--- config.mk ---
export PLATFORM = sky130hd
export DESIGN_NAME = izhikevich
export DESIGN_NICKNAME = d
export VERILOG_FILES = /design/src/rtl/izhikevich_pkg.sv /design/src/rtl/izh_fxmul.sv /design/src/rtl/izhikevich.sv
export SDC_FILE = /design/constraint.sdc
export NUM_CORES = 2
export LEC_CHECK = 0
export ABC_AREA = 1
export CAP_MARGIN = 20
export CORE_MARGIN = 4
export CORE_UTILIZATION = 41
export CTS_BUF_LIST = sky130_fd_sc_hd__clkbuf_4 sky130_fd_sc_hd__clkbuf_8
export DETAILED_ROUTE_END_ITERATION = 6
export PLACE_DENSITY_LB_ADDON = 0.3
export SLEW_MARGIN = 20
export SYNTH_ARGS = -nofsm -noshare
export SYNTH_HDL_FRONTEND = slang
export SYNTH_HIERARCHICAL = 1
export SYNTH_SLANG_ARGS = --single-unit
export TNS_END_PERCENT = 5
--- constraint.sdc ---
create_clock -name clk -period 0.8 [get_ports clk]
set_input_delay 0.24 -clock clk [delete_from_list [all_inputs] [get_ports clk]]
set_output_delay 0.24 -clock clk [all_outputs]
set_load 0.03 [all_outputs]
--- src/rtl/izhikevich_pkg.sv ---
// izhikevich_pkg: widths, neuron constants and the W-bit fit (wrap, or clamp when IZH_SATURATE_EN is defined)
package izhikevich_pkg;
   localparam int W    = 17;
   localparam int FRAC = 8;
   localparam int WD   = 2 * W + 8;
   localparam logic signed [W-1:0] K04      = 17'sd10;
   localparam logic signed [W-1:0] K5       = 17'sd1280;
   localparam logic signed [W-1:0] K140     = 17'sd35840;
   localparam logic signed [W-1:0] V_THRESH = 17'sd7680;
   localparam logic signed [WD-1:0] FIT_MAX = WD'((2 ** (W - 1)) - 1);
   localparam logic signed [WD-1:0] FIT_MIN = -FIT_MAX - 1;
   function automatic logic [W-1:0] fit(input logic signed [WD-1:0] x);
`ifdef IZH_SATURATE_EN
      return x > FIT_MAX ? {1'b0, {(W-1){1'b1}}} :
             x < FIT_MIN ? {1'b1, {(W-1){1'b0}}} : x[W-1:0];
`else
      return x[W-1:0];
`endif
   endfunction
endpackage

--- src/rtl/izh_fxmul.sv ---
// izh_fxmul: signed fixed-point multiply, full product rescaled by arithmetic shift (floor)
module izh_fxmul
   import izhikevich_pkg::*;
#(
   parameter int AW = W,
   parameter int BW = W,
   parameter int OW = WD
) (
   input  logic signed [AW-1:0] a_i,
   input  logic signed [BW-1:0] b_i,
   output logic signed [OW-1:0] p_o
);
   logic signed [AW+BW-1:0] prod;
   assign prod = a_i * b_i;
   assign p_o  = OW'(prod >>> FRAC);
endmodule

--- src/rtl/izhikevich.sv ---
// izhikevich: one Euler step of the Izhikevich neuron, registered outputs (IZH_SATURATE_EN selects clamping fit)
module izhikevich
   import izhikevich_pkg::*;
(
   input  logic                clk,
   input  logic                rst_n,
   input  logic signed [W-1:0] a,
   input  logic signed [W-1:0] b,
   input  logic signed [W-1:0] c,
   input  logic signed [W-1:0] d,
   input  logic signed [W-1:0] v,
   input  logic signed [W-1:0] u,
   input  logic signed [W-1:0] i,
   output logic signed [W-1:0] v_prime,
   output logic signed [W-1:0] u_prime,
   output logic                fired
);
   logic signed [WD-1:0] vv, kvv, bv, diff, adiff, v5, vn, un;
   logic [W-1:0] v_prime_d, v_prime_q, u_prime_d, u_prime_q;
   logic         fired_d, fired_q;

   izh_fxmul #(.AW(W), .BW(W),  .OW(WD)) u_vv  (.a_i(v),   .b_i(v),    .p_o(vv));
   izh_fxmul #(.AW(W), .BW(WD), .OW(WD)) u_kvv (.a_i(K04), .b_i(vv),   .p_o(kvv));
   izh_fxmul #(.AW(W), .BW(W),  .OW(WD)) u_bv  (.a_i(b),   .b_i(v),    .p_o(bv));
   izh_fxmul #(.AW(W), .BW(WD), .OW(WD)) u_adu (.a_i(a),   .b_i(diff), .p_o(adiff));

   assign diff = bv - WD'(u);
   assign v5   = (WD'(K5) * WD'(v)) >>> FRAC;
   assign vn   = WD'(v) + kvv + v5 + WD'(K140) - WD'(u) + WD'(i);
   assign un   = WD'(u) + adiff;

   // spike decision on the unsaturated v_n, then select reset or integrated state
   always_comb begin
      fired_d   = vn >= WD'(V_THRESH);
      v_prime_d = fired_d ? c : fit(vn);
      u_prime_d = fired_d ? fit(un + WD'(d)) : fit(un);
   end

   // output register, cleared asynchronously
   always_ff @(posedge clk or negedge rst_n) begin
      if (!rst_n) begin
         v_prime_q <= '0;
         u_prime_q <= '0;
         fired_q   <= 1'b0;
      end else begin
         v_prime_q <= v_prime_d;
         u_prime_q <= u_prime_d;
         fired_q   <= fired_d;
      end
   end

   assign v_prime = v_prime_q;
   assign u_prime = u_prime_q;
   assign fired   = fired_q;
endmodule

# Word-level counts from Yosys, hierarchy flattened
# Cells that the tools add are included.
# totals
in_bits,121
out_inout_bits,35
regBits,35
wordCells,19
# op_classes
addsub,8
order_cmp,1
muxes,2
multipliers,5
# ops
op,n
$mul A17 B17 Y34,2
$add A42 B17 Y42,1
$add A42 B17 Y42 const B,1
$ge A42 B14 Y1 const B,1
$sub A42 B17 Y42,1
$add A17 B17 Y17,2
$mux W17,2
$mul A4 B26 Y30 const A,1
$mul A17 B27 Y25,1
$sub A26 B17 Y27,1
$add A24 B21 Y25,1
$add A17 B23 Y24,1
$mul A4 B17 Y21 const A,1

# Logic depth before layout (Yosys ltp)
# depth
depth_word,9
mapped_depth,81
depth_no_buf,76

# Hierarchy
# Netlist, hierarchy kept.
# by_module_without_submodules
mod,seq_area_each_um2,area_each_um2,cells_each,n_inst
izh_fxmul (u_adu),0.0,22912.0,3127,1
izh_fxmul (u_kvv),0.0,22839.4,3099,1
izhikevich,875.8,13133.8,1868,1
izh_fxmul (u_vv),0.0,11967.7,1614,1
izh_fxmul (u_bv),0.0,11896.4,1607,1

# Worst setup path before layout
# OpenSTA, ideal clock, no wires.
# synth_path
path_kind,input port to flip-flop
start,input port v[16]
end,"register u_prime_q[10], in the netlist u_prime[10]"
path_buffers,6
setup_time_ns,0.065
required_ns,0.735
cell_stages,66
arrival_ns,13.792
path_slack_ns,-13.058
path_cell_list,clkbuf_1 clkbuf_1 nand2_1 inv_1 fa_1 fa_1 fa_1 fa_1 inv_1 fa_1 fa_1 inv_1 ha_1 inv_1 nor3_1 nand2_1 clkinv_1 nand2_1 (+30 left out) inv_1 fa_1 ha_1 nand2_1 nor2_1 nand2_1 nor2_1 nand3_1 nand3_1 nor2_1 nor2_1 nand3_2 nor2_4 nand2_1 o21bai_4 buf_6 nand2_1 nand2_1
# synth_via
elab_chain_cells,9
word_cells_on_any_way,15
classes_between,add/sub: 8; mul: 5; order compare: 1; mux: 1
# synth_lines
item,line,text
from (decl),izhikevich.sv:11,"input logic signed [W-1:0] v,"
$mul A17 B17 Y34,izh_fxmul.sv:14,assign prod = a_i * b_i;
via vv[25],izhikevich.sv:18,"logic signed [WD-1:0] vv, kvv, bv, diff, adiff, v5, vn, un;"
$mul A4 B26 Y30,izh_fxmul.sv:14,
via kvv[32],izhikevich.sv:18,
$add A17 B23 Y24,izhikevich.sv:29,assign vn = WD'(v) + kvv + v5 + WD'(K140) - WD'(u) + WD'(i);
$add A24 B21 Y25,izhikevich.sv:29,
$add A42 B17 Y42,izhikevich.sv:29,
$sub A42 B17 Y42,izhikevich.sv:29,
$add A42 B17 Y42,izhikevich.sv:29,
$ge A42 B14 Y1,izhikevich.sv:34,fired_d = vn >= WD'(V_THRESH);
$mux W17,izhikevich.sv:36,u_prime_d = fired_d ? fit(un + WD'(d)) : fit(un);
via u_prime_d[10],izhikevich.sv:19,"logic [W-1:0] v_prime_d, v_prime_q, u_prime_d, u_prime_q;"
to (signal assigned),izhikevich.sv:47,u_prime_q <= u_prime_d;
to (decl),izhikevich.sv:19,
# The timed path passes the listed nets, and every way through them passes these cells.

# Worst setup path after layout
# layout_path
start,input port v[7]
end,"register u_prime_q[9], in the netlist u_prime[9]"
# The elaborated chain is that of the path after synthesis.

==> key figures <==
Timing
  – Unrepaired setup endpoints after global routing: true
  – Slew margin rel.: 32.7%
  – Slack of the critical path: -12.81 ns
  – Final setup vio count: 70
  – Hold Slack: 0.309 ns
  – Final Max Slew Viols: 0
  – Crit path time final: 13.61 ns
  – Final Hold Vio Count: 0
  – Max Freq: 73.5 MHz
  – Worst-Margin Slew: 1.01 ns
  – Final Cycle Share: 1700%

Setup path
  – Max FO, Critical Path: 10
  – CP Class: input port to flip-flop
  – Startpoint types: input port
  – CP required: 1.02 ns
  – Most Frequent Cell on Critical Path: fa_1
  – CP max stage cell: fa_2
  – CP endpoint kind: flip-flop
  – Worst EP arrival: 13.84 ns
  – CP max stage delay: 0.61 ns

Place
  – Placed Area: 80100 sq um
  – Final HPWL DP: 180000 um
  – Inst Count DP: 12300
  – I/O Buffers: 155
  – Gpl congestion: 0.988

Finish
  – Layout cell share with drive strength beyond 1: 20.8%
  – Nets@finish: 12400
  – Fill count: 15700
  – Most frequent cells in the layout: inv_1, nand2_1, fa_1
  – Final Cell Area: 84500 sq um
  – Area grow syn2layout: 24.7%
  – Most common cell after layout, fill and taps aside: inv_1
  – Final cell count without fillers: 12400

Die
  – DIE AREA: 172000 sq um
  – Boundary pin count: 156
  – Core area: 164000 sq um
  – Die X: 415 um
  – Starting Density: 41.5%
  – Die Y: 415 um
  – Rows: 148

Detailed routing
  – DRC: 1
  – DR iter-0 viols: 3283
  – Final ANT Viol Nets: 0
  – Vias per cell: 4.76
  – First drt pass iteration count: 7
  – DR WL/cell: 17.0 um
  – Vias post-DR: 59000
  – Total Wirelength: 211000 um

Clocking
  – H-tree depth: 2
  – CTS Buf Count: 5
  – TritonCTS clock tree: done
  – Clock tree buffer depth: 2
  – Root Driver: clkbuf_8
  – Clock sink count: 35
  – Clock transition at the registers of the reported paths: 0.10 ns

Hold path
  – Hold WC Path Type: input port to asynchronous set/reset pin

Global route
  – Largest net degree at the start of global routing: 90
  – Vias in the first global route: 63400
  – First-pass GRT wire length: 341000 um
  – All-Layer GR Usage: 24.7%
  – Grt ovf: 0
  – Initial antenna violation count: 7

Logic synthesis
  – Gate Count Post-Synth: 9202
  – YS warnings: 6
  – Syn_area_per_cell: 7.37 sq um
  – Mapped Area: 67800 sq um

Outcome
  – Violated checks: DRC, setup timing
  – Status: complete, but fails checks

Run
  – Max cap viols: 0
-- final cells by class --
| cell class | count | area (sq um) | area share, % |
|---|---|---|---|
| Clock buffer | 5 | 68.8 | 0.0814 |
| Clock inverter | 3 | 43.8 | 0.0518 |
| Inverter | 2783 | 10400 | 12.4 |
| Sequential cell | 35 | 877 | 1.04 |
| Timing Repair Buffer | 1416 | 12200 | 14.4 |
| Tap cell | 2175 | 2720 | 3.22 |
| Antenna cell | 5 | 12.5 | 0.0148 |
| Multi-Input combinational cell | 5976 | 58200 | 68.8 |
-- worst paths after layout --
path	startpoint	end	slack, ns	cells after the start
worst min-delay path	rst_n	u_prime[0]$_DFF_PN0_	0.31	2
max in group asynchronous	rst_n	v_prime[2]$_DFF_PN0_	0.07	3
min in group clk	c[5]	v_prime[5]$_DFF_PN0_	0.44	3
worst max-delay path	v[7]	u_prime[9]$_DFF_PN0_	-12.81	68
-- metrics by stage --
| stage | setup WS (ns) | TNS (ns) | util, % |
|---|---|---|---|
| 2_1_floorplan | -12.02 | -420.18 | - |
| 3_3_place_gp | -13.91 | -484.53 | 49.0 |
| 3_5_place_dp | -14.04 | -488.94 | 49.0 |
| 4_1_cts | -12.91 | -462.04 | 50.4 |
| 5_1_grt | -13.42 | -478.83 | 51.7 |
| 6_report | -12.81 | -458.95 | 51.7 |
-- worst max-delay path: cells and delay by family --
family	cells	cell delay, ns
AOI/OAI and AO/OA	2	0.24
adders and majority gates	19	8.62
buffers and inverters	19	1.91
and+or+nand+nor	28	2.78
-- per-layer routing --
metal / part of all wire, % / wire (um) / GRT usage [%]
met5: 0.0062 / 13 / 0
met4: 3.0 / 6310 / 6.34
met2: 48 / 101000 / 41.6
met3: 5.3 / 11100 / 2.57
met1: 44 / 92900 / 34.1
-- sequential cells by signal, summed over array words and instances (netlist names) --
signal   flops
u_prime     17
fired        1
v_prime     17
-- repair_timing --
item | 4_1_cts | 5_1_grt
pin swaps | 104 | 158
endpoints found under the setup margin | 70 | 70
endpoints found under the hold margin | 5 | 0
hold buffers | 1 | 0
gates cloned | 8 | 4
gates resized for setup | 385 | 406
setup buffers | 31 | 41
Power is not shown: default switching activity piles up to over one toggle a cycle in this logic, so the estimate is an artifact.
